==> config.mk <==
export PLATFORM = sky130hd
export DESIGN_NAME = oc_thermo_serializer_flat
export DESIGN_NICKNAME = d
export VERILOG_FILES = /design/src/rtl/oc_thermo_serializer_pkg.sv /design/src/rtl/oc_thermo_serializer_if.sv /design/src/rtl/oc_thermo_serializer_decode.sv /design/src/rtl/oc_thermo_serializer.sv /design/src/flat_wrapper.sv
export SDC_FILE = /design/constraint.sdc
export NUM_CORES = 1
export LEC_CHECK = 0
export BUFFER_PORTS_ARGS = -buffer_cell sky130_fd_sc_hd__clkbuf_2
export CAP_MARGIN = 10
export CORE_MARGIN = 3
export CORE_UTILIZATION = 56
export CTS_CLUSTER_SIZE = 30
export DETAILED_ROUTE_END_ITERATION = 16
export GPL_TIMING_DRIVEN = 0
export PLACE_DENSITY_LB_ADDON = 0.05
export SYNTH_ARGS = -nofsm -noshare
export SYNTH_HDL_FRONTEND = slang
export SYNTH_SLANG_ARGS = --single-unit
==> constraint.sdc <==
create_clock -name clk -period 3.46 [get_ports clk]
set_clock_uncertainty 0.2 [all_clocks]
set_input_delay 0.519 -clock clk [delete_from_list [all_inputs] [get_ports clk]]
set_output_delay 0.519 -clock clk [all_outputs]
set_load 0.01 [all_outputs]
==> src/rtl/oc_thermo_serializer_pkg.sv <==
`default_nettype none
// ============================================================================
//  Module      : oc_pkg
//  Description : Shared constants, FSM state type and thermometer helper for
//                the ones-count serializer and its reference decoder.
//  Revision    : 1.0  initial release
// ============================================================================
package oc_pkg;

  // Data bits per frame; matches the ones-counter input width.
  localparam int N_BITS = 7;
  // Width of a ones count able to express 0..N_BITS.
  localparam int CW     = $clog2(N_BITS + 1);
  // Width of the data-bit index inside a frame.
  localparam int IDX_W  = $clog2(N_BITS);

  // Frame sequencer states.
  typedef enum logic [1:0] {
    IDLE  = 2'd0,
    START = 2'd1,
    DATA  = 2'd2,
    STOP  = 2'd3
  } state_t;

  // Thermometer word with min(count, N_BITS) ones packed at the LSB end.
  // Any count above N_BITS sets every bit, so saturation falls out of the
  // compare without a separate clamp.
  function automatic logic [N_BITS-1:0] thermo(input logic [CW-1:0] count);
    logic [N_BITS-1:0] t;
    t = '0;
    for (int i = 0; i < N_BITS; i++) begin
      t[i] = (int'(count) > i);
    end
    return t;
  endfunction

endpackage : oc_pkg
`default_nettype wire

==> src/rtl/oc_thermo_serializer_if.sv <==
`default_nettype none
// ============================================================================
//  Module      : oc_thermo_serializer_if
//  Description : Count-offer handshake between a count source (master) and
//                the thermometer serializer (slave).
//  Revision    : 1.0  initial release
// ============================================================================
interface oc_thermo_serializer_if;
  import oc_pkg::*;

  logic          in_valid;  // count is offered
  logic          in_ready;  // serializer can take a count this cycle
  logic [CW-1:0] count;     // requested number of ones

  modport master (
    output in_valid,
    output count,
    input  in_ready
  );

  modport slave (
    input  in_valid,
    input  count,
    output in_ready
  );

endinterface : oc_thermo_serializer_if
`default_nettype wire

==> src/rtl/oc_thermo_serializer_decode.sv <==
`default_nettype none
// ============================================================================
//  Module      : oc_thermo_decode
//  Description : Purely combinational ones-count to thermometer-word decoder.
//                Also usable as the reference model for the ones-counter.
//  Revision    : 1.0  initial release
// ============================================================================
module oc_thermo_decode
  import oc_pkg::*;
(
  input  wire logic [CW-1:0]     count,
  output logic      [N_BITS-1:0] word
);

  // Saturating thermometer decode of the requested count.
  always_comb begin
    word = thermo(count);
  end

endmodule : oc_thermo_decode
`default_nettype wire

==> src/rtl/oc_thermo_serializer.sv <==
`default_nettype none
// ============================================================================
//  Module      : oc_thermo_serializer
//  Description : Accepts a ones count over a valid/ready handshake, rebuilds
//                the canonical thermometer word and shifts it out LSB first
//                as a start bit / N_BITS data bits / stop bit frame. The line
//                idles high. All outputs are registered.
//  Revision    : 1.0  initial release
// ============================================================================
module oc_thermo_serializer
  import oc_pkg::*;
(
  input  wire logic              clk,
  input  wire logic              rst,
  oc_thermo_serializer_if.slave  bus,
  output logic      [N_BITS-1:0] word,
  output logic                   sout,
  output logic                   busy,
  output logic                   frame_done
);

  state_t             r_state;
  logic [IDX_W-1:0]   r_idx;
  logic [N_BITS-1:0]  r_word;
  logic               r_sout;
  logic               r_busy;
  logic               r_frame_done;
  logic               r_in_ready;

  logic [N_BITS-1:0]  w_decoded;
  logic [IDX_W-1:0]   w_idx_next;
  logic               w_xfer;

  // Count-to-word decode sits ahead of the word register so the word is
  // ready in the same edge that accepts the count.
  oc_thermo_decode u_decode (
    .count (bus.count),
    .word  (w_decoded)
  );

  // A transfer needs only the registered ready, so in_valid never reaches an
  // output through combinational logic.
  assign w_xfer     = bus.in_valid && r_in_ready;
  assign w_idx_next = r_idx + IDX_W'(1);

  assign bus.in_ready = r_in_ready;
  assign word         = r_word;
  assign sout         = r_sout;
  assign busy         = r_busy;
  assign frame_done   = r_frame_done;

  // Frame sequencer: every output is set up for the state being entered, so
  // the registered values line up with the state they belong to. in_ready
  // stays low through reset and rises on the first clock afterwards.
  always_ff @(posedge clk or posedge rst) begin
    if (rst) begin
      r_state      <= IDLE;
      r_idx        <= '0;
      r_word       <= '0;
      r_sout       <= 1'b1;
      r_busy       <= 1'b0;
      r_frame_done <= 1'b0;
      r_in_ready   <= 1'b0;
    end else begin
      case (r_state)
        IDLE: begin
          r_frame_done <= 1'b0;
          if (w_xfer) begin
            r_state    <= START;
            r_word     <= w_decoded;
            r_sout     <= 1'b0;
            r_busy     <= 1'b1;
            r_in_ready <= 1'b0;
          end else begin
            r_sout     <= 1'b1;
            r_busy     <= 1'b0;
            r_in_ready <= 1'b1;
          end
        end

        START: begin
          // Start bit is on the line now; first data bit follows.
          r_state <= DATA;
          r_idx   <= '0;
          r_sout  <= r_word[0];
        end

        DATA: begin
          if (r_idx == IDX_W'(N_BITS - 1)) begin
            r_state      <= STOP;
            r_idx        <= '0;
            r_sout       <= 1'b1;
            r_frame_done <= 1'b1;
            r_in_ready   <= 1'b1;
          end else begin
            r_idx  <= w_idx_next;
            r_sout <= r_word[w_idx_next];
          end
        end

        STOP: begin
          r_frame_done <= 1'b0;
          if (w_xfer) begin
            // Back-to-back frame: straight into the next start bit.
            r_state    <= START;
            r_word     <= w_decoded;
            r_sout     <= 1'b0;
            r_busy     <= 1'b1;
            r_in_ready <= 1'b0;
          end else begin
            r_state    <= IDLE;
            r_sout     <= 1'b1;
            r_busy     <= 1'b0;
            r_in_ready <= 1'b1;
          end
        end

        default: begin
          r_state      <= IDLE;
          r_idx        <= '0;
          r_sout       <= 1'b1;
          r_busy       <= 1'b0;
          r_frame_done <= 1'b0;
          r_in_ready   <= 1'b1;
        end
      endcase
    end
  end

endmodule : oc_thermo_serializer
`default_nettype wire

==> src/flat_wrapper.sv <==
// flat-port wrapper written by rule: the top's interface ports become plain ports
module oc_thermo_serializer_flat import oc_pkg::*;
  (clk, rst, word, sout, busy, frame_done, bus_in_valid, bus_count, bus_in_ready);
  oc_thermo_serializer_if bus_i ();
  input  wire logic clk;
  input  wire logic rst;
  output logic      [N_BITS-1:0] word;
  output logic sout;
  output logic busy;
  output logic frame_done;
  input wire logic [$bits(bus_i.in_valid)-1:0] bus_in_valid;
  input wire logic [$bits(bus_i.count)-1:0] bus_count;
  output wire logic [$bits(bus_i.in_ready)-1:0] bus_in_ready;
  assign bus_i.in_valid = bus_in_valid;
  assign bus_i.count = bus_count;
  assign bus_in_ready = bus_i.in_ready;
  oc_thermo_serializer u_core (.clk(clk), .rst(rst), .bus(bus_i), .word(word), .sout(sout), .busy(busy), .frame_done(frame_done));
endmodule
Yosys cells after proc, flatten, opt, wreduce, memory -nomap -nowiden
Index checks and enable logic that the tools add are counted.
{ "totals": {"register_bits": 16, "input_bits": 6, "output_inout_bits": 11, "elab_cells": 45} }
{ "classes": {"addsub": 1, "order_cmp": 8, "n_eq_ne": 6, "mux": 15, "n_reduce_logical": 8} }
{ "ops": {"columns": ["op", "n"], "rows": [
  ["3-bit greater-than comparator (second input constant)", 3],
  ["2-bit case mux with 4 select lines", 1],
  ["3-bit by 1-bit greater-than comparator with 1-bit output (second input constant)", 2],
  ["3-bit by 2-bit greater-than comparator with 1-bit output (second input constant)", 2],
  ["1-bit two-way mux", 6],
  ["3-bit case mux with 2 select lines", 1],
  ["2-bit AND reduction", 3],
  ["2-bit equality test (second input constant)", 2],
  ["3-bit by 4-bit < comparator with 1-bit output (second input constant)", 1],
  ["2-bit two-way mux", 2],
  ["2-bit by 1-bit != test with 1-bit output (second input constant)", 2],
  ["1-bit case mux with 2 select lines", 2],
  ["2-bit nonzero test", 2],
  ["3-bit by 1-bit adder with 3-bit output (second input constant)", 1],
  ["1-bit binary-select mux with 3-bit select", 1],
  ["3-bit equality test (second input constant)", 1],
  ["3-bit two-way mux", 1],
  ["1-bit case mux with 3 select lines", 1],
  ["2-bit by 1-bit equality test with 1-bit output (second input constant)", 1],
  ["2-bit logical NOT", 1],
  ["2-bit OR reduction", 1],
  ["1-bit logical AND", 1]
]} }

Depth between registers and ports, before layout
Gate-level depths: netlist of the first run.
{ "logic_depth": {"depth_word": 5, "ltp_mapped": 7, "depth_no_buf": 6} }

Cells and area by module
A second synthesis of the first run with hierarchy kept.
{ "unflattened": {"cells_unflattened": 78, "area_unflattened_um2": 888.4} }
{ "by_module_without_submodules": {"columns": ["module", "instances", "cells_per_inst", "area_each_um2", "seq_area_each_um2"], "rows": [
  ["oc_thermo_serializer", 1, 71, 840.8, 401.6],
  ["oc_thermo_decode", 1, 7, 47.5, 0.0]
]} }

Least setup slack after synthesis of the first run
OpenSTA, ideal clock, no wires.
{ "synth_path": {"path_kind": "register to register", "from": "register u_core.r_idx[0]", "to": "register u_core.r_sout (netlist: u_core.sout)", "setup_time_ns": 0.077, "arrival_time_ns": 1.696, "required_ns": 3.183, "path_slack_ns": 1.487, "path_stages_with_launch": 7, "path_buffers": 0, "period_less_slack_ns": 1.973, "cell_sequence": "dfrtp_1 inv_1 ha_1 mux4_2 nor3_2 a2111oi_2 a21o_1"} }
{ "synth_between": {"elab_chain_len": 5, "elab_cells_between_ends": 6, "classes_between": "add/sub (1); eq/ne (1); mux (4)"} }
{ "synth_rtl": {"columns": ["item", "line", "text"], "rows": [
  ["from (decl)", "oc_thermo_serializer.sv:23", "logic [IDX_W-1:0] r_idx;"],
  ["from (signal assigned)", "oc_thermo_serializer.sv:96", "r_idx <= w_idx_next;"],
  ["3-bit by 1-bit adder with 3-bit output", "oc_thermo_serializer.sv:44", "assign w_idx_next = r_idx + IDX_W'(1);"],
  ["1-bit binary-select mux with 3-bit select", "oc_thermo_serializer.sv:97", "r_sout <= r_word[w_idx_next];"],
  ["1-bit two-way mux (implied by the code)", "oc_thermo_serializer.sv:97", null],
  ["1-bit two-way mux *", "oc_thermo_serializer.sv:89", "if (r_idx == IDX_W'(N_BITS - 1)) begin"],
  ["1-bit case mux with 3 select lines *", "oc_thermo_serializer.sv:65", "case (r_state)"],
  ["to (signal assigned)", "oc_thermo_serializer.sv:85", "r_sout <= r_word[0];"],
  ["to (signal assigned)", "oc_thermo_serializer.sv:97", null],
  ["to (decl)", "oc_thermo_serializer.sv:25", "logic r_sout;"]
]} }
Every way passes the cells marked *; elsewhere a longest branch is shown, timed or not. The select of a mux whose other input is x is not followed.
A chain may end at the register's enable or synchronous reset.

Worst setup path in the final report of the first run
Ends and elaborated chain as after synthesis.

==> impl_metrics.xml, run 1 <==
<?xml version="1.0" encoding="UTF-8"?>
<metrics>
  <group name="die">
    <metric name="core_area" unit="µm²">1370</metric>
    <metric name="rows" unit="">13</metric>
    <metric name="floorplan.io_pins" unit="">17</metric>
    <metric name="chipWidth" unit="µm">45.3</metric>
    <metric name="floorplan.initialDensity" unit="%">63.2</metric>
    <metric name="die_area" unit="µm²">2050</metric>
    <metric name="die_height" unit="µm">45.3</metric>
  </group>
  <group name="detailed_routing">
    <metric name="drt_wl_total" unit="mm">1.65</metric>
    <metric name="drtIter0Drc" unit="">17</metric>
    <metric name="drt_first_pass_iters" unit="">4</metric>
    <metric name="post-route-drc-count" unit="">0</metric>
    <metric name="antenna_violating_nets_post_route" unit="">0</metric>
    <metric name="num_vias" unit="">692</metric>
    <metric name="wl_per_cell" unit="µm">13.4</metric>
    <metric name="drt-vias-per-instance" unit="">5.63</metric>
  </group>
  <group name="worst_setup_path">
    <metric name="count_of_cell_instances_traversed_by_the_critical_path" unit="">6</metric>
    <metric name="worst_setup_path_endpoint" unit="">u_core.sout</metric>
    <metric name="critPathBufInv" unit="">1</metric>
    <metric name="crit_path_start" unit="">u_core.r_idx[0]</metric>
    <metric name="rr_worst_depth" unit="">6</metric>
    <metric name="critPathRequiredTime" unit="ns">3.48</metric>
    <metric name="timing.setup.critical_path_class" unit="">flop to flop</metric>
    <metric name="worst_r2r_startpoint" unit="">u_core.r_idx[0]</metric>
    <metric name="worst_path_max_delay_cell" unit="">sky130_fd_sc_hd__mux4_2</metric>
    <metric name="timing.critical_path.max_delay_family" unit="">multiplexers</metric>
    <metric name="max_stage_delay" unit="ns">0.55</metric>
    <metric name="setup.worst_path.end_class" unit="">flop</metric>
    <metric name="crit_path_cell_trace" unit="">inv_1, ha_1, mux4_2, nor3_2, a2111oi_2, a21o_1</metric>
    <metric name="timing.critical_path.from_type" unit="">flop</metric>
    <metric name="capture_point_of_the_worst_reg_to_reg_path" unit="">u_core.sout</metric>
    <metric name="worst-r2r-setup-slack" unit="ns">1.28</metric>
    <metric name="data_arrival_at_the_endpoint_of_the_critical_path" unit="ns">2.20</metric>
    <metric name="critical_path.max_fanout" unit="">5</metric>
  </group>
  <group name="timing">
    <metric name="worst_slack" unit="ns">1.28</metric>
    <metric name="achievable-frequency" unit="GHz">0.459</metric>
    <metric name="timing.final.crit_period" unit="ns">2.18</metric>
    <metric name="grt_setup_unrepaired" unit="">false</metric>
    <metric name="period_share" unit="%">62.9</metric>
    <metric name="final_hold_viol_count" unit="">0</metric>
    <metric name="final_max_slew_viol_count" unit="">0</metric>
    <metric name="setup_tns_final" unit="ns">0</metric>
    <metric name="max_slew_margin" unit="%">58.8</metric>
    <metric name="tightestPinTransition" unit="ns">0.617</metric>
    <metric name="setup-violations-final" unit="">0</metric>
  </group>
  <group name="placed_design">
    <metric name="place_ws" unit="ns">1.30</metric>
    <metric name="port_buffers" unit="">16</metric>
    <metric name="place.detailed.hpwl" unit="mm">1.26</metric>
    <metric name="globalplace.congestion" unit="">0.780</metric>
  </group>
  <group name="synthesis">
    <metric name="synth-seq-cells" unit="">16</metric>
    <metric name="mappedNetlistNets" unit="">101</metric>
    <metric name="synth_sequential_area_ratio" unit="%">46.5</metric>
    <metric name="syn_area" unit="µm²">863</metric>
    <metric name="synthTopCellsByArea" unit="">sky130_fd_sc_hd__dfrtp_1 43%, sky130_fd_sc_hd__ha_1 10%, sky130_fd_sc_hd__nand2_1 5.7%, sky130_fd_sc_hd__mux2_2 5.2%, sky130_fd_sc_hd__o21ai_0 3.5%</metric>
    <metric name="ys_async_sr_fraction" unit="%">100</metric>
    <metric name="synthDominantCellAreaShare" unit="%">43.5</metric>
    <metric name="synth_ff_type" unit="">sky130_fd_sc_hd__dfrtp_1</metric>
    <metric name="post_synth_num_cell_types" unit="">25</metric>
    <metric name="yosysWarnings" unit="">0</metric>
    <metric name="post-synth-top-area-cell" unit="">sky130_fd_sc_hd__dfrtp_1</metric>
    <metric name="synth_edf_count" unit="">0</metric>
    <metric name="syn-mean-instance-area" unit="µm²">9.81</metric>
    <metric name="post_synth_inst_count" unit="">88</metric>
  </group>
  <group name="global_routing">
    <metric name="grt_remaining_overflow" unit="">0</metric>
    <metric name="pin_count_of_the_biggest_net_entering_global_routing" unit="">17</metric>
    <metric name="antenna_found_initial" unit="">0</metric>
    <metric name="grt_first_pass_wirelength" unit="mm">2.78</metric>
    <metric name="vias_in_the_first_global_route" unit="">629</metric>
    <metric name="global_route.usage.total" unit="%">18.8</metric>
  </group>
  <group name="cells_and_area">
    <metric name="fill_cells" unit="">118</metric>
    <metric name="final_layout_size_suffix_gt1_share" unit="%">25.0</metric>
    <metric name="sequential_cell_area" unit="µm²">402</metric>
    <metric name="insertedDiodeCount" unit="">0</metric>
    <metric name="num-nets-final" unit="">122</metric>
    <metric name="total_area_of_multi_input_combinational_cells" unit="µm²">424</metric>
    <metric name="area.growth.synth_to_final" unit="%">14.5</metric>
  </group>
  <group name="power_and_ir_drop">
    <metric name="final_total_pwr" unit="µW">943</metric>
    <metric name="power_switching" unit="µW">400</metric>
    <metric name="power.sequential.fraction" unit="%">36.3</metric>
    <metric name="cell_internal_pwr" unit="µW">543</metric>
    <metric name="share_clk_of_total_power" unit="%">11.0</metric>
    <metric name="p_leak" unit="µW">0.000485</metric>
    <metric name="worst_ir_drop_vdd" unit="µV">536</metric>
    <metric name="power_density_of_the_placed_cells" unit="nW/µm²">954</metric>
    <metric name="combPwrFrac" unit="%">52.7</metric>
    <metric name="switching_share" unit="%">42.4</metric>
  </group>
  <group name="status">
    <metric name="status" unit="">complete, no violations</metric>
  </group>
  <group name="clocking">
    <metric name="cts_setup_buffers" unit="">0</metric>
    <metric name="cts_inserted_buffers" unit="">3</metric>
    <metric name="htree_num_levels" unit="">1</metric>
    <metric name="clock_insertion_delay_worst_skew" unit="ns">0.28</metric>
    <metric name="sinks_on_the_clock_net" unit="">16</metric>
    <metric name="cts_hold_buffers" unit="">0</metric>
    <metric name="cts_root_buf" unit="">sky130_fd_sc_hd__clkbuf_4</metric>
    <metric name="clock_path_buffers" unit="">2</metric>
    <metric name="post_cts_resized" unit="">0</metric>
    <metric name="cts.reportedPaths.clkPinSlew" unit="ns">0.10</metric>
    <metric name="tritoncts" unit="">yes</metric>
  </group>
  <group name="run">
    <metric name="maxCapViolations" unit="">0</metric>
  </group>
  <group name="worst_hold_path">
    <metric name="min_path_type" unit="">primary input to async pin</metric>
  </group>
</metrics>
-- cell families after synthesis --
group | after synthesis | share of synthesized area, %
and+or+nand+nor | 28 | 15.2
AOI/OAI and AO/OA | 22 | 15.9
DFF | 16 | 46.5
buffers and inverters | 10 | 4.35
adders and majority gates | 7 | 10.1
muxes | 5 | 7.83
-- cell usage in the layout (no fill, tap or decap), types with 2 or more instances in the layout --
master	n
sky130_fd_sc_hd__o21ai_0	6
sky130_fd_sc_hd__nand2_1	13
sky130_fd_sc_hd__nor2_1	4
sky130_fd_sc_hd__dfrtp_1	15
sky130_fd_sc_hd__a31oi_1	2
sky130_fd_sc_hd__a21oi_1	3
sky130_fd_sc_hd__inv_1	7
sky130_fd_sc_hd__nor3_1	3
sky130_fd_sc_hd__ha_1	7
sky130_fd_sc_hd__nand3_1	4
sky130_fd_sc_hd__mux2_2	4
sky130_fd_sc_hd__clkbuf_4	3
sky130_fd_sc_hd__clkbuf_2	16
sky130_fd_sc_hd__clkbuf_1	4
sky130_fd_sc_hd__o21ai_1	5
-- power groups by stage --
stage	Combinational, µW	Sequential [µW]	Clock (µW)
2_1_floorplan	338	362	0
3_3_place_gp	483	342	0
3_5_place_dp	499	346	0
4_1_cts	501	343	107
5_1_grt	560	355	113
6_report	497	342	104
-- sequential cells by signal (all words and copies together) (netlist names) --
name / count
u_core.r_idx: 3
u_core.frame_done: 1
u_core.word: 7
u_core.r_state: 2
u_core.sout: 1
u_core.busy: 1
u_core.bus.in_ready: 1
-- routing by layer --
metal	track usage, %	vias to the layer above	part of all wire [%]
met1	26.3	331	49
met5	0	-	0
met3	3.59	4	3.6
met4	5.26	0	1.5
li1	-	345	-
met2	29.9	12	46
-- worst min-delay path by stage --
stage / from / to / slack (ns) / depth (start not counted)
3_3_place_gp: u_core.busy / u_core.busy / 0.26 / 2
4_1_cts: rst / u_core.word[1] / 0.09 / 2
2_1_floorplan: rst / u_core.bus.in_ready / 0.23 / 1
6_report: rst / u_core.word[1] / 0.07 / 2
3_5_place_dp: u_core.busy / u_core.busy / 0.27 / 2
5_1_grt: rst / u_core.word[1] / 0.11 / 2
-- synth_stat cells (all sizes together), types with 2 or more instances --
cell type	number
nor2	4
ha	7
nand3	4
inv	7
nor3	4
mux2	4
a21oi	3
nand2	13
a31oi	2
dfrtp	15
clkbuf	3
o21ai	11
-- area by class of cell --
| class | count | share of cell area (%) |
|---|---|---|
| multi-input cells | 62 | 42.9 |
| clock buffers | 4 | 2.66 |
| flip-flops and latches | 16 | 40.6 |
| inverters | 7 | 2.66 |
| well taps | 15 | 1.90 |
| repair buffers | 16 | 8.10 |
| plain buffers | 3 | 1.14 |
-- stage by stage --
step / cell area, µm² / utilization (%) / hold slack [ns] / cells
floorplan: 863 / - / 0.232 / 88
global placement: 962 / 70.4 / 0.265 / 119
detailed placement: 962 / 70.4 / 0.272 / 119
CTS: 988 / 72.3 / 0.0909 / 123
global route: 988 / 72.3 / 0.113 / 123
finish: 988 / 72.3 / 0.0712 / 123
(Power assumes the default switching activity.)
==> inputs of run 2 (changes only) <==
Settings changed: CORE_UTILIZATION 56 to 47.
Clock period 3.46 ns to 1.8 ns, I/O delays scaled along.
==> run 2 against run 1 <==
Effect of this change: via count up 1.4%; flip-flop and latch count unchanged; power up 120%; first-iteration DRC count down 59%; critical path depth down 1; sequential share of layout area down 4.4 points; sequential power up 88%; routed wire length up 9.4%; the run now ends with negative setup slack left; largest cell class unchanged; setup slack worse by 1.4 ns; combinational power up 140%; clock power up 130%; critical endpoint unchanged.
==> impl_metrics.xml, run 2 (same netlist as run 1, synthesis figures left out) <==
<?xml version="1.0" encoding="UTF-8"?>
<metrics>
  <group name="die">
    <metric name="rows" unit="">14</metric>
    <metric name="floorplan.io_pins" unit="">17</metric>
    <metric name="die_height" unit="µm">48.9</metric>
    <metric name="floorplan.initialDensity" unit="%">53.6</metric>
    <metric name="core_area" unit="µm²">1610</metric>
    <metric name="chipWidth" unit="µm">48.9</metric>
    <metric name="die_area" unit="µm²">2390</metric>
  </group>
  <group name="global_routing">
    <metric name="global_route.usage.total" unit="%">17.0</metric>
    <metric name="antenna_found_initial" unit="">0</metric>
    <metric name="grt_remaining_overflow" unit="">0</metric>
    <metric name="vias_in_the_first_global_route" unit="">700</metric>
    <metric name="pin_count_of_the_biggest_net_entering_global_routing" unit="">17</metric>
    <metric name="grt_first_pass_wirelength" unit="mm">3.11</metric>
  </group>
  <group name="clocking">
    <metric name="htree_num_levels" unit="">1</metric>
    <metric name="cts_inserted_buffers" unit="">3</metric>
    <metric name="sinks_on_the_clock_net" unit="">16</metric>
    <metric name="clock_insertion_delay_worst_skew" unit="ns">0.28</metric>
    <metric name="cts.reportedPaths.clkPinSlew" unit="ns">0.09</metric>
    <metric name="cts_root_buf" unit="">sky130_fd_sc_hd__clkbuf_4</metric>
    <metric name="tritoncts" unit="">yes</metric>
    <metric name="clock_path_buffers" unit="">2</metric>
  </group>
  <group name="cells_and_area">
    <metric name="utilization" unit="%">68.9</metric>
    <metric name="final_layout_size_suffix_gt1_share" unit="%">39.1</metric>
    <metric name="insertedDiodeCount" unit="">0</metric>
    <metric name="max_reg_flops" unit="">7</metric>
    <metric name="num-nets-final" unit="">129</metric>
    <metric name="mostFrequentLayoutCell" unit="">sky130_fd_sc_hd__clkbuf_2</metric>
    <metric name="most-common-layout-cells" unit="">17 x sky130_fd_sc_hd__clkbuf_2, 15 x sky130_fd_sc_hd__dfrtp_1, 13 x sky130_fd_sc_hd__nand2_1</metric>
    <metric name="area.growth.synth_to_final" unit="%">28.6</metric>
    <metric name="fill_cells" unit="">150</metric>
  </group>
  <group name="placed_design">
    <metric name="place_ws" unit="ns">-0.208</metric>
    <metric name="place.detailed.hpwl" unit="mm">1.34</metric>
    <metric name="port_buffers" unit="">16</metric>
    <metric name="globalplace.congestion" unit="">0.763</metric>
  </group>
  <group name="run">
    <metric name="maxCapViolations" unit="">0</metric>
  </group>
  <group name="timing">
    <metric name="timing.final.crit_period" unit="ns">1.88</metric>
    <metric name="tightestPinTransition" unit="ns">0.607</metric>
    <metric name="final_max_slew_viol_count" unit="">0</metric>
    <metric name="grt_setup_unrepaired" unit="">true</metric>
    <metric name="achievable-frequency" unit="GHz">0.532</metric>
    <metric name="worst_slack" unit="ns">-0.0803</metric>
    <metric name="period_share" unit="%">104</metric>
    <metric name="setup-violations-final" unit="">1</metric>
    <metric name="final_hold_viol_count" unit="">0</metric>
    <metric name="max_slew_margin" unit="%">59.5</metric>
  </group>
  <group name="power_and_ir_drop">
    <metric name="worst_ir_drop_vdd" unit="µV">1100</metric>
    <metric name="power_density_of_the_placed_cells" unit="nW/µm²">1850</metric>
    <metric name="p_leak" unit="µW">0.000539</metric>
    <metric name="final_total_pwr" unit="µW">2060</metric>
  </group>
  <group name="worst_setup_path">
    <metric name="setup.worst_path.end_class" unit="">flop</metric>
    <metric name="critPathBufInv" unit="">0</metric>
    <metric name="timing.critical_path.from_type" unit="">flop</metric>
    <metric name="timing.setup.critical_path_class" unit="">flop to flop</metric>
    <metric name="crit_path_cell_trace" unit="">ha_4, mux4_2, nor3_2, a31oi_1, a21o_1</metric>
    <metric name="rr_worst_depth" unit="">5</metric>
    <metric name="critical_path.max_fanout" unit="">3</metric>
    <metric name="data_arrival_at_the_endpoint_of_the_critical_path" unit="ns">1.90</metric>
    <metric name="count_of_cell_instances_traversed_by_the_critical_path" unit="">5</metric>
    <metric name="max_stage_delay" unit="ns">0.53</metric>
    <metric name="worst_path_max_delay_cell" unit="">sky130_fd_sc_hd__mux4_2</metric>
    <metric name="timing.critical_path.max_delay_family" unit="">multiplexers</metric>
    <metric name="critPathRequiredTime" unit="ns">1.82</metric>
  </group>
  <group name="detailed_routing">
    <metric name="drt_first_pass_iters" unit="">4</metric>
    <metric name="drt-vias-per-instance" unit="">5.05</metric>
    <metric name="num_vias" unit="">702</metric>
    <metric name="drt_wl_total" unit="mm">1.80</metric>
    <metric name="drtIter0Drc" unit="">7</metric>
    <metric name="wl_per_cell" unit="µm">13.0</metric>
    <metric name="post-route-drc-count" unit="">0</metric>
    <metric name="antenna_violating_nets_post_route" unit="">0</metric>
  </group>
  <group name="worst_hold_path">
    <metric name="min_path_type" unit="">primary input to flop</metric>
    <metric name="min_delay_path_depth" unit="">3</metric>
  </group>
  <group name="status">
    <metric name="failing_checks" unit="">negative setup slack</metric>
    <metric name="status" unit="">finished, violations left</metric>
  </group>
</metrics>
## run 2: cell types whose count changed in the layout (fill, tap and decap cells not counted), moves of 2 or more
cell and change:
sky130_fd_sc_hd__buf_4 +7, sky130_fd_sc_hd__inv_1 -2, sky130_fd_sc_hd__clkbuf_1 -4, sky130_fd_sc_hd__inv_2 +2, sky130_fd_sc_hd__clkbuf_8 +2
## run 2: where the power goes
part           switching, µW  internal [µW]  total (µW)
sequential               113            529         643
combinational            601            578        1180
clock                    112            123         235
total                    827           1230        2060
## run 2: worst register-to-register path, delay by kind of cell, from the launching register on
family          cells  cell delay, ns
compound gates      2            0.25
flops               1            0.42
simple gates        1            0.12
mux                 1            0.53
fa+ha+maj           1            0.30
## run 2: layout make-up
cell class / count / area, µm² / share of cell area [%]
Multi-Input combinational cell: 62 / 454 / 40.9
Sequential cell: 16 / 402 / 36.2
Timing Repair Buffer: 24 / 143 / 12.9
Clock buffer: 4 / 36.3 / 3.27
Tap cell: 24 / 30.0 / 2.71
Inverter: 7 / 26.3 / 2.37
Buffer: 2 / 18.8 / 1.69
## run 2: per-layer routing
layer  track usage (%)  wire length, µm
met1              20.3              834
met2              28.7              888
met3              5.50               67
met4              5.21               10
met5                 0                0
## run 2: repair_timing
action / 4_1_cts / 5_1_grt
hold endpoints to repair: 15 / 0
endpoints found under the setup margin: 12 / 13
buffers inserted: 6 / 1
gates cloned: 0 / 0
resized for setup: 4 / 6
hold buffers: 1 / 0
## run 2: per-stage QoR
step / hold slack (ns) / area, µm² / cells / TNS, ns
finish: 0.0453 / 1110 / 139 / -0.0803
global route: 0.0540 / 1110 / 139 / -0.150
CTS: 0.0361 / 1090 / 139 / -0.0744
detailed placement: 0.161 / 991 / 128 / -1.57
global placement: 0.160 / 991 / 128 / -1.06
floorplan: -0.0170 / 881 / 88 / -0.0565
## run 2: path summary, 6_finish.rpt
| kind | slack, ns | from | to |
|---|---|---|---|
| setup / recovery | -0.08 | u_core.r_idx[1] | u_core.sout |
| hold / removal | 0.05 | bus_count[1] | u_core.word[5] |
| setup reg to reg | -0.08 | u_core.r_idx[1] | u_core.sout |
| hold reg to reg | 0.31 | u_core.word[5] | u_core.word[5] |
| max in group asynchronous | 0.63 | rst | u_core.word[6] |
| min in group asynchronous | 0.37 | rst | u_core.r_state[0] |
==> inputs of run 3 (changes only) <==
--- a/config.mk
+++ b/config.mk
@@ -6,4 +6,5 @@
 export NUM_CORES = 1
 export LEC_CHECK = 0
+export ABC_AREA = 1
 export BUFFER_PORTS_ARGS = -buffer_cell sky130_fd_sc_hd__clkbuf_2
 export CAP_MARGIN = 10
@@ -12,5 +13,4 @@
 export CTS_CLUSTER_SIZE = 30
 export DETAILED_ROUTE_END_ITERATION = 16
-export GPL_TIMING_DRIVEN = 0
 export PLACE_DENSITY_LB_ADDON = 0.05
 export SYNTH_ARGS = -nofsm -noshare
==> constraint.sdc (replaced) <==
create_clock -name clk -period 1.8 [get_ports clk]
set_clock_uncertainty 0.2 [all_clocks]
set_input_delay 0.27 -clock clk [delete_from_list [all_inputs] [get_ports clk]]
set_output_delay 0.27 -clock clk [all_outputs]
set_load 0.1 [all_outputs]
==> run 3 against run 2 <==
Effect of this change: the run now ends clean; global-route usage is 0.54 points higher; synthesized cell count grew 14%; critical endpoint is now word[6]; die area is 1.9% lower.
==> impl_metrics.xml, run 3 <==
<?xml version="1.0" encoding="UTF-8"?>
<metrics>
  <group name="status">
    <metric name="status" unit="">complete, no violations</metric>
  </group>
  <group name="global_routing">
    <metric name="global_route.usage.total" unit="%">17.5</metric>
    <metric name="pin_count_of_the_biggest_net_entering_global_routing" unit="">17</metric>
    <metric name="vias_in_the_first_global_route" unit="">656</metric>
    <metric name="grt_remaining_overflow" unit="">0</metric>
    <metric name="grt_first_pass_wirelength" unit="mm">3.08</metric>
    <metric name="antenna_found_initial" unit="">0</metric>
  </group>
  <group name="detailed_routing">
    <metric name="drt_wl_total" unit="mm">1.79</metric>
    <metric name="wl_per_cell" unit="µm">12.1</metric>
    <metric name="antenna_violating_nets_post_route" unit="">0</metric>
    <metric name="drtIter0Drc" unit="">16</metric>
    <metric name="drt-vias-per-instance" unit="">4.89</metric>
    <metric name="post-route-drc-count" unit="">0</metric>
    <metric name="num_vias" unit="">724</metric>
    <metric name="drt_first_pass_iters" unit="">4</metric>
  </group>
  <group name="timing">
    <metric name="timing.final.crit_period" unit="ns">1.64</metric>
    <metric name="period_share" unit="%">91.3</metric>
    <metric name="tightestPinTransition" unit="ns">0.625</metric>
    <metric name="final_max_slew_viol_count" unit="">0</metric>
    <metric name="grt_setup_unrepaired" unit="">false</metric>
    <metric name="achievable-frequency" unit="GHz">0.608</metric>
    <metric name="fin_worst_hold_slack" unit="ns">0.0579</metric>
    <metric name="setup-violations-final" unit="">0</metric>
    <metric name="final_hold_viol_count" unit="">0</metric>
    <metric name="setup_tns_final" unit="ns">0</metric>
    <metric name="max_slew_margin" unit="%">58.3</metric>
  </group>
  <group name="worst_setup_path">
    <metric name="critPathRequiredTime" unit="ns">1.33</metric>
    <metric name="setup.worst_path.end_class" unit="">output port</metric>
    <metric name="count_of_cell_instances_traversed_by_the_critical_path" unit="">1</metric>
    <metric name="worst_path_max_delay_cell" unit="">sky130_fd_sc_hd__clkbuf_2</metric>
    <metric name="rr_worst_depth" unit="">7</metric>
    <metric name="timing.setup.critical_path_class" unit="">flop to output port</metric>
    <metric name="capture_point_of_the_worst_reg_to_reg_path" unit="">u_core.word[4]</metric>
    <metric name="crit_path_start" unit="">u_core.word[6]</metric>
    <metric name="timing.critical_path.max_delay_family" unit="">buffers and inverters</metric>
    <metric name="max_stage_delay" unit="ns">0.47</metric>
    <metric name="worst_setup_path_endpoint" unit="">word[6]</metric>
    <metric name="data_arrival_at_the_endpoint_of_the_critical_path" unit="ns">1.17</metric>
    <metric name="worst_r2r_startpoint" unit="">u_core.r_state[1]</metric>
    <metric name="timing.critical_path.from_type" unit="">flop</metric>
    <metric name="crit_path_cell_trace" unit="">clkbuf_2</metric>
    <metric name="critical_path.max_fanout" unit="">3</metric>
    <metric name="worst-r2r-setup-slack" unit="ns">0.19</metric>
    <metric name="critPathBufInv" unit="">1</metric>
  </group>
  <group name="synthesis">
    <metric name="synth_edf_count" unit="">0</metric>
    <metric name="ys_async_sr_fraction" unit="%">100</metric>
    <metric name="post-synth-top-area-cell" unit="">sky130_fd_sc_hd__dfrtp_1</metric>
    <metric name="post_synth_inst_count" unit="">100</metric>
    <metric name="yosysWarnings" unit="">0</metric>
    <metric name="mappedNetlistNets" unit="">113</metric>
    <metric name="synth-seq-cells" unit="">16</metric>
    <metric name="synth_ff_type" unit="">sky130_fd_sc_hd__dfrtp_1</metric>
    <metric name="syn-mean-instance-area" unit="µm²">8.45</metric>
    <metric name="synth_common_cells" unit="">26 x sky130_fd_sc_hd__nand2_1, 16 x sky130_fd_sc_hd__inv_1, 15 x sky130_fd_sc_hd__dfrtp_1</metric>
    <metric name="post_synth_num_cell_types" unit="">17</metric>
    <metric name="synth_sequential_area_ratio" unit="%">47.6</metric>
    <metric name="synthDominantCellAreaShare" unit="%">44.4</metric>
    <metric name="syn_area" unit="µm²">845</metric>
    <metric name="yosys.cell_count.top_type" unit="">sky130_fd_sc_hd__nand2_1</metric>
    <metric name="synthTopCellsByArea" unit="">sky130_fd_sc_hd__dfrtp_1 44%, sky130_fd_sc_hd__nand2_1 12%, sky130_fd_sc_hd__ha_1 10%, sky130_fd_sc_hd__o21ai_0 7.7%, sky130_fd_sc_hd__inv_1 7.1%</metric>
  </group>
  <group name="placed_design">
    <metric name="globalplace.congestion" unit="">0.765</metric>
    <metric name="dp_cells" unit="">142</metric>
    <metric name="place.detailed.hpwl" unit="mm">1.37</metric>
    <metric name="port_buffers" unit="">16</metric>
  </group>
  <group name="clocking">
    <metric name="sinks_on_the_clock_net" unit="">16</metric>
    <metric name="cts_root_buf" unit="">sky130_fd_sc_hd__clkbuf_4</metric>
    <metric name="clock_insertion_delay_worst_skew" unit="ns">0.29</metric>
    <metric name="htree_num_levels" unit="">1</metric>
    <metric name="tritoncts" unit="">yes</metric>
    <metric name="cts.reportedPaths.clkPinSlew" unit="ns">0.10</metric>
    <metric name="clock_path_buffers" unit="">2</metric>
    <metric name="cts_inserted_buffers" unit="">3</metric>
  </group>
  <group name="cells_and_area">
    <metric name="most-common-layout-cells" unit="">26 x sky130_fd_sc_hd__nand2_1, 16 x sky130_fd_sc_hd__inv_1, 15 x sky130_fd_sc_hd__clkbuf_2</metric>
    <metric name="insertedDiodeCount" unit="">0</metric>
    <metric name="num-nets-final" unit="">138</metric>
    <metric name="fin_cells" unit="">148</metric>
    <metric name="utilization" unit="%">65.3</metric>
    <metric name="max_reg_flops" unit="">7</metric>
    <metric name="area.growth.synth_to_final" unit="%">23.3</metric>
    <metric name="mostFrequentLayoutCell" unit="">sky130_fd_sc_hd__nand2_1</metric>
    <metric name="final_layout_size_suffix_gt1_share" unit="%">25.8</metric>
  </group>
  <group name="die">
    <metric name="core_area" unit="µm²">1590</metric>
    <metric name="rows" unit="">14</metric>
    <metric name="floorplan.io_pins" unit="">17</metric>
    <metric name="floorplan.initialDensity" unit="%">53.0</metric>
    <metric name="chipWidth" unit="µm">48.4</metric>
    <metric name="die_area" unit="µm²">2340</metric>
    <metric name="die_height" unit="µm">48.4</metric>
  </group>
  <group name="worst_hold_path">
    <metric name="min_delay_path_depth" unit="">3</metric>
    <metric name="min_path_type" unit="">primary input to flop</metric>
  </group>
  <group name="run">
    <metric name="maxCapViolations" unit="">0</metric>
  </group>
</metrics>
-- run 3: cell types whose count changed in the layout (fill, tap and decap cells not counted), moves of 3 or more --
cell                      previous run  this run
sky130_fd_sc_hd__o21ai_0             6        13
sky130_fd_sc_hd__nand2_1            13        26
sky130_fd_sc_hd__o21ai_1             5         0
sky130_fd_sc_hd__buf_4               7         4
sky130_fd_sc_hd__mux2_2              4         0
sky130_fd_sc_hd__inv_1               5        16
-- run 3: area by class of cell --
class	count	area, µm²
Clock buffer	4	36.3
Fill cell	135	553
Inverter	18	67.6
Multi-Input combinational cell	66	388
Sequential cell	16	404
Tap cell	24	30.0
Timing Repair Buffer	20	115
-- run 3: timing repair --
action,CTS,global route
endpoints found under the setup margin,0,7
buffers inserted,0,1
hold endpoints to repair,15,0
gates resized for setup,0,2
hold buffers,1,0
-- run 3: worst min path at each step --
stage	startpoint	to
after floorplan	rst	u_core.busy
after global placement	rst	u_core.r_state[1]
after detailed placement	rst	u_core.r_state[1]
after CTS	bus_count[1]	u_core.word[5]
after global routing	bus_count[1]	u_core.word[5]
final	bus_count[1]	u_core.word[5]
-- run 3: through the flow --
stage / area [µm²] / setup WS, ns
6_report: 1040 / 0.156
5_1_grt: 1040 / 0.0615
4_1_cts: 1020 / 0.0904
3_5_place_dp: 973 / 0.118
3_3_place_gp: 973 / 0.156
2_1_floorplan: 846 / 0.0343
-- run 3: cells by family (layout without fill, tap and decap cells) --
logic type	after synthesis	count (layout)	synth area share, %
buffers and inverters	18	42	8.00
and+or+nand+nor	38	38	19.7
DFF	16	16	47.6
adders and majority gates	7	7	10.4
AOI/OAI and AO/OA	20	20	13.3
xor gates and xnor gates	1	1	1.04
-- run 3: worst min-delay path, stage by stage --
cell and delay (ns):
sky130_fd_sc_hd__clkbuf_2 0.13, sky130_fd_sc_hd__nand2_1 0.06, sky130_fd_sc_hd__o21ai_0 0.06
-- run 3: layer usage --
metal,up-vias,routed length [µm],GRT usage [%]
met4,0,47,9.95
met2,18,825,27.3
met1,333,852,22.8
met5,-,0,0
li1,367,-,-
met3,6,68,3.37
Power of run 3 is not shown: default switching activity piles up to over one toggle a cycle in this logic, so the estimate is an artifact.
